===== src/rtl/axis_join_pkg.sv =====
// Shared types and constants for the AXI-stream input join.
package axis_join_pkg;

    localparam int FIFO_DEPTH = 2;

    typedef enum logic [1:0] {
        ST_IDLE  = 2'd0,
        ST_RUN   = 2'd1,
        ST_FLUSH = 2'd2
    } join_state_t;

endpackage


===== src/rtl/axis_skid_fifo.sv =====
// Small per-channel input buffer carrying {tlast, tdata}; depth comes from the package.
module axis_skid_fifo
    import axis_join_pkg::*;
#(
    parameter int WIDTH = 33
) (
    input  logic             i_clk,
    input  logic             i_rst_n,
    input  logic             i_wr_en,
    input  logic [WIDTH-1:0] i_wr_data,
    input  logic             i_rd_en,
    output logic [WIDTH-1:0] o_rd_data,
    output logic             o_full,
    output logic             o_empty
);

    localparam int AW = (FIFO_DEPTH > 1) ? $clog2(FIFO_DEPTH) : 1;
    localparam int CW = $clog2(FIFO_DEPTH + 1);

    logic [WIDTH-1:0] r_mem [FIFO_DEPTH];
    logic [AW-1:0]    r_wptr;
    logic [AW-1:0]    r_rptr;
    logic [CW-1:0]    r_count;
    logic             w_push;
    logic             w_pop;

    function automatic logic [AW-1:0] ptr_inc(input logic [AW-1:0] p);
        return (p == AW'(FIFO_DEPTH - 1)) ? '0 : p + 1'b1;
    endfunction

    assign o_full    = (r_count == CW'(FIFO_DEPTH));
    assign o_empty   = (r_count == '0);
    assign w_push    = i_wr_en && !o_full;
    assign w_pop     = i_rd_en && !o_empty;
    assign o_rd_data = r_mem[r_rptr];

    always_ff @(posedge i_clk or negedge i_rst_n) begin
        if (!i_rst_n) begin
            r_wptr  <= '0;
            r_rptr  <= '0;
            r_count <= '0;
            for (int i = 0; i < FIFO_DEPTH; i++) r_mem[i] <= '0;
        end else begin
            if (w_push) begin
                r_mem[r_wptr] <= i_wr_data;
                r_wptr        <= ptr_inc(r_wptr);
            end
            if (w_pop) r_rptr <= ptr_inc(r_rptr);
            if (w_push && !w_pop)      r_count <= r_count + 1'b1;
            else if (w_pop && !w_push) r_count <= r_count - 1'b1;
        end
    end

endmodule


===== src/rtl/axis_input_join.sv =====
// Joins N_CH AXI-stream inputs into one beat per cycle under a per-packet channel mask,
// flushing the longer channels when their tlasts disagree.
module axis_input_join
    import axis_join_pkg::*;
#(
    parameter int N_CH       = 3,
    parameter int WORD_WIDTH = 8,
    parameter int WORDS      = 4,
    parameter int CNT_WIDTH  = 16
) (
    input  logic                              aclk,
    input  logic                              aresetn,
    input  logic [N_CH-1:0]                   ch_enable,
    input  logic [N_CH*WORD_WIDTH*WORDS-1:0]  s_axis_tdata,
    input  logic [N_CH-1:0]                   s_axis_tvalid,
    output logic [N_CH-1:0]                   s_axis_tready,
    input  logic [N_CH-1:0]                   s_axis_tlast,
    output logic [N_CH*WORD_WIDTH*WORDS-1:0]  m_axis_tdata,
    output logic                              m_axis_tvalid,
    input  logic                              m_axis_tready,
    output logic                              m_axis_tlast,
    output logic                              err_tlast_mismatch,
    output logic [CNT_WIDTH-1:0]              packet_count
);

    localparam int DW = WORD_WIDTH * WORDS;

    join_state_t              r_state;
    logic [N_CH-1:0]          r_mask;
    logic [N_CH-1:0]          r_held;
    logic                     r_tvalid;
    logic                     r_tlast;
    logic [N_CH*DW-1:0]       r_tdata;
    logic                     r_err;
    logic [CNT_WIDTH-1:0]     r_count;

    logic [N_CH-1:0]          w_full;
    logic [N_CH-1:0]          w_empty;
    logic [N_CH-1:0]          w_push;
    logic [N_CH-1:0]          w_pop;
    logic [N_CH-1:0]          w_last;
    logic [N_CH-1:0][DW:0]    w_dout;
    logic [N_CH-1:0][DW-1:0]  w_data;
    logic [N_CH*DW-1:0]       w_join_data;
    logic [N_CH-1:0]          w_flush_pop;
    logic [N_CH-1:0]          w_held_nxt;
    logic                     w_avail;
    logic                     w_out_free;
    logic                     w_fire;
    logic                     w_all_last;
    logic                     w_any_last;
    logic                     w_in_flush;

    for (genvar i = 0; i < N_CH; i++) begin : g_ch
        axis_skid_fifo #(
            .WIDTH(DW + 1)
        ) u_fifo (
            .i_clk     (aclk),
            .i_rst_n   (aresetn),
            .i_wr_en   (w_push[i]),
            .i_wr_data ({s_axis_tlast[i], s_axis_tdata[i*DW +: DW]}),
            .i_rd_en   (w_pop[i]),
            .o_rd_data (w_dout[i]),
            .o_full    (w_full[i]),
            .o_empty   (w_empty[i])
        );

        assign w_last[i] = w_dout[i][DW];
        assign w_data[i] = w_dout[i][DW-1:0];

        // A channel that already delivered its tlast during a flush must not
        // leak the next packet's beats into the discard path.
        assign s_axis_tready[i] = r_mask[i] && !w_full[i] && !(w_in_flush && r_held[i]);
        assign w_push[i]        = s_axis_tvalid[i] && s_axis_tready[i];
        assign w_pop[i]         = (w_fire && r_mask[i]) || w_flush_pop[i];
        assign w_join_data[i*DW +: DW] = r_mask[i] ? w_data[i] : '0;
    end

    assign w_in_flush  = (r_state == ST_FLUSH);
    assign w_avail     = (r_mask != '0) && ((~w_empty | ~r_mask) == '1);
    assign w_out_free  = !r_tvalid || m_axis_tready;
    assign w_fire      = !w_in_flush && w_avail && w_out_free;
    assign w_all_last  = ((w_last & r_mask) == r_mask);
    assign w_any_last  = |(w_last & r_mask);
    assign w_flush_pop = w_in_flush ? (r_mask & ~r_held & ~w_empty) : '0;
    assign w_held_nxt  = r_held | (w_flush_pop & w_last);

    always_ff @(posedge aclk or negedge aresetn) begin
        if (!aresetn) begin
            r_state  <= ST_IDLE;
            r_mask   <= '0;
            r_held   <= '0;
            r_tvalid <= 1'b0;
            r_tlast  <= 1'b0;
            r_tdata  <= '0;
            r_err    <= 1'b0;
            r_count  <= '0;
        end else begin
            if (r_tvalid && m_axis_tready && r_tlast) r_count <= r_count + 1'b1;

            if (w_fire) begin
                r_tvalid <= 1'b1;
                r_tdata  <= w_join_data;
                r_tlast  <= w_any_last;
            end else if (m_axis_tready) begin
                r_tvalid <= 1'b0;
            end

            // The mask follows ch_enable only between packets; any join that opens
            // a packet (or a flush) freezes it.
            if (r_state == ST_IDLE && !(w_fire && !w_all_last)) r_mask <= ch_enable;

            case (r_state)
                ST_IDLE, ST_RUN: begin
                    if (w_fire) begin
                        if (w_all_last) begin
                            r_state <= ST_IDLE;
                        end else if (w_any_last) begin
                            r_state <= ST_FLUSH;
                            r_err   <= 1'b1;
                            r_held  <= w_last & r_mask;
                        end else begin
                            r_state <= ST_RUN;
                        end
                    end
                end
                ST_FLUSH: begin
                    if (w_held_nxt == r_mask) begin
                        r_state <= ST_IDLE;
                        r_held  <= '0;
                    end else begin
                        r_held  <= w_held_nxt;
                    end
                end
                default: r_state <= ST_IDLE;
            endcase
        end
    end

    assign m_axis_tvalid      = r_tvalid;
    assign m_axis_tlast       = r_tlast;
    assign m_axis_tdata       = r_tdata;
    assign err_tlast_mismatch = r_err;
    assign packet_count       = r_count;

endmodule


===== config.mk =====
export PLATFORM = sky130hd
export DESIGN_NAME = axis_input_join
export DESIGN_NICKNAME = d
export VERILOG_FILES = /design/src/rtl/axis_join_pkg.sv /design/src/rtl/axis_skid_fifo.sv /design/src/rtl/axis_input_join.sv
export SDC_FILE = /design/constraint.sdc
export NUM_CORES = 1
export LEC_CHECK = 0
export ABC_AREA = 1
export CAP_MARGIN = 15
export CORE_UTILIZATION = 55
export DETAILED_ROUTE_END_ITERATION = 7
export PLACE_DENSITY = 0.85
export SETUP_SLACK_MARGIN = 0.3
export SYNTH_ARGS = -nofsm -noshare
export SYNTH_HDL_FRONTEND = slang
export SYNTH_HIERARCHICAL = 1
export SYNTH_SLANG_ARGS = --single-unit

===== constraint.sdc =====
create_clock -name aclk -period 5.4 [get_ports aclk]
set_input_delay 1.62 -clock aclk [delete_from_list [all_inputs] [get_ports aclk]]
set_output_delay 1.62 -clock aclk [all_outputs]
set_load 0.05 [all_outputs]

==> flow_metrics.py <==
metrics = {
    "synthesis": {
        "synth_edf_count": 0,
        "synth.net_count": 2001,
        "syn_inst": 1889,
        "synth.distinct_cells": 32,
        "seq_area_frac_synth_pct": 53.6,
        "synthArstFlopShare_pct": 100,
        "ys_seq_elements": 333,
        "synth_area_per_cell_sq_um": 8.23,
        "ys.flop_type": "dfrtp_1",
        "yosysWarnings": 6,
        "synthesis.area_sq_um": 15500,
    },
    "placement": {
        "dp_hpwl_microns": 23600,
        "post-place-ws_ns": 1.33,
        "place.gp.congestion": 0.801,
        "portBuffers": 225,
    },
    "timing": {
        "period_needed_ns": 4.35,
        "post-route-period-util_pct": 80.5,
        "finalMaxSlewViolations": 0,
        "fin_hold_ws_ns": 0.467,
        "skew_ns": 0.0158,
        "relSlewSlack_pct": 24.3,
        "tns_ns": 0,
        "hold_viol_final": 0,
        "setup_slack_ns": 1.05,
        "tightest_slew_ns": 1.13,
        "max_clock_freq_mhz": 230,
        "rsz0062_at_grt": "no",
        "finalSetupViolCount": 0,
    },
    "route": {
        "num_vias": 13398,
        "wl_microns": 38500,
        "routed_via_density": 5.50,
        "route.detailed.drc": 0,
        "wl_per_cell_microns": 15.8,
        "postRouteAntennaNets": 0,
        "dr.pass1.iters": 6,
        "initialDrtViolationCount": 1305,
    },
    "clock_tree": {
        "cts.clk_slew.worst_paths_ns": 0.06,
        "cts_hold_buf": 0,
        "cts_root_buf": "clkbuf_16",
        "cts_tree": "done",
        "htree_levels": 2,
        "cts-resized-gates": 0,
        "cts_max_path_buffers": 3,
        "numCtsBuffers": 36,
        "postCtsSetupBuffers": 0,
        "cts.sinks": 333,
        "worstSkewPairLatency_ns": 0.51,
    },
    "finish": {
        "drive_above_1_share_pct": 5.84,
        "final_cell_mix": "nand2_1, dfrtp_1, clkdlybuf4s50_1",
        "layout_commonest_cell": "nand2_1",
        "nNetsFinal": 2147,
        "area_growth_pct": 21.2,
        "postLayoutCoreUtil_pct": 67.8,
    },
    "power": {
        "leakage_nw": 9.46,
        "power_density_nw_per_um2": 641,
        "fin_total_pwr_w": 0.0121,
        "vdd_drop_max_v": 0.000419,
    },
    "floorplanning": {
        "ios": 226,
        "die_h_microns": 170,
        "die_area_sq_um": 28900,
        "num_rows": 61,
        "start_util_pct": 55.9,
        "die-width_microns": 170,
        "core_region_area_sq_um": 27800,
    },
    "global_route": {
        "antenna_found_initial": 1,
        "first_global_vias": 12989,
        "grt-ovfl-total": 0,
        "grt_use_total_pct": 27.2,
        "grt_pass1_wl_microns": 64000,
        "grt_max_degree": 133,
    },
    "worst_setup_path": {
        "critPathKind": "flop to output pin",
        "required_ns": 3.78,
        "end_kind": "output pin",
        "crit_path_start_kind": "flop",
        "path_max_fanout": 36,
        "worstPathArrival_ns": 2.73,
    },
    "outcome": {
        "outcome": "finished clean",
    },
    "job": {
        "drv_cap": 0,
    },
    "worst_hold_path": {
        "worstHoldPathType": "flop to flop",
    },
}
==> layout make-up <==
type,instances,area [sq um]
clock buffer,54,1050
multi-input combinational,1368,6240
tap,378,473
antenna,1,2.50
timing repair buffer,247,2480
clock inverter,5,75.1
sequential,333,8330
fill,2257,8950
inverter,49,184
==> routing by layer <==
metal	vias to the layer above	share of wire, %	wire, microns	GRT usage, %
met1	6371	42	16100	37.0
li1	6418	-	-	-
met4	0	2.9	1100	9.71
met2	526	48	18400	44.0
met3	83	7.6	2920	4.58
met5	-	0	0	0
==> through the flow <==
stage,instance area (sq um),instances
floorplan,15500,1889
global placement,17700,2374
detailed placement,17700,2374
CTS,18800,2433
global route,18800,2435
finish,18800,2435
==> path summary, 6_finish.rpt <==
path / to / from / depth (start not counted) / slack, ns
min in group asynchronous: m_axis_tdata[48]$_DFFE_PN0N_ / aresetn / 1 / 1.19
max in group asynchronous: m_axis_tdata[79]$_DFFE_PN0N_ / aresetn / 2 / 3.14
min: packet_count[15]$_DFFE_PN0P_ / packet_count[15]$_DFFE_PN0P_ / 1 / 0.47
max: s_axis_tready[0] / r_mask[0]$_DFFE_PN0P_ / 5 / 1.05
min reg2reg: packet_count[15]$_DFFE_PN0P_ / packet_count[15]$_DFFE_PN0P_ / 1 / 0.47
max reg2reg: r_held[0]$_DFFE_PN0P_ / g_ch[0].u_fifo/r_rptr$_DFFE_PN0P_ / 12 / 2.25
==> cell families after synthesis <==
kind of cell	after synthesis	share of synthesized area [%]
and+or+nand+nor	1235	34.9
DFF	333	53.6
buffers and inverters	188	6.50
AOI/OAI and AO/OA	110	3.63
xor gates and xnor gates	18	1.01
adders and majority gates	4	0.322
muxes	1	0.0724
==> report_power, final <==
| part | total (W) | internal (W) | switching, W |
|---|---|---|---|
| logic | 0.00563 | 0.00166 | 0.00397 |
| registers | 0.00407 | 0.00350 | 0.000568 |
| clock network | 0.00237 | 0.00143 | 0.000939 |
| total | 0.0121 | 0.00659 | 0.00548 |
==> worst max-delay path: stages, from the launching register on <==
cell and delay (ns):
dfrtp_1 0.32, buf_4 0.36, inv_2 0.13, or3_1 0.50, inv_1 0.09, clkdlybuf4s50_1 0.80
==> cell usage after synthesis (11+ instances only) <==
library cell	n	area share [%]
inv_1	34	0.82
nand4_1	203	8.2
inv_2	12	0.29
buf_2	66	2.1
buf_6	16	1.2
xnor2_1	11	0.62
o21ai_0	103	3.3
nand2_1	949	23
nand3_1	17	0.55
nor2_1	28	0.68
buf_4	18	0.87
dfrtp_1	333	54
clkbuf_1	36	0.87
==> sequential cells by signal, summed over array words and instances (netlist names), 2 cells and up <==
register	flops
g_ch.u_fifo/r_mem	198
m_axis_tdata	96
packet_count	16
g_ch.u_fifo/r_count	6
g_ch.u_fifo/r_rptr	3
g_ch.u_fifo/r_wptr	3
r_held	3
r_mask	3
r_state	2
(Power assumes the default switching activity.)
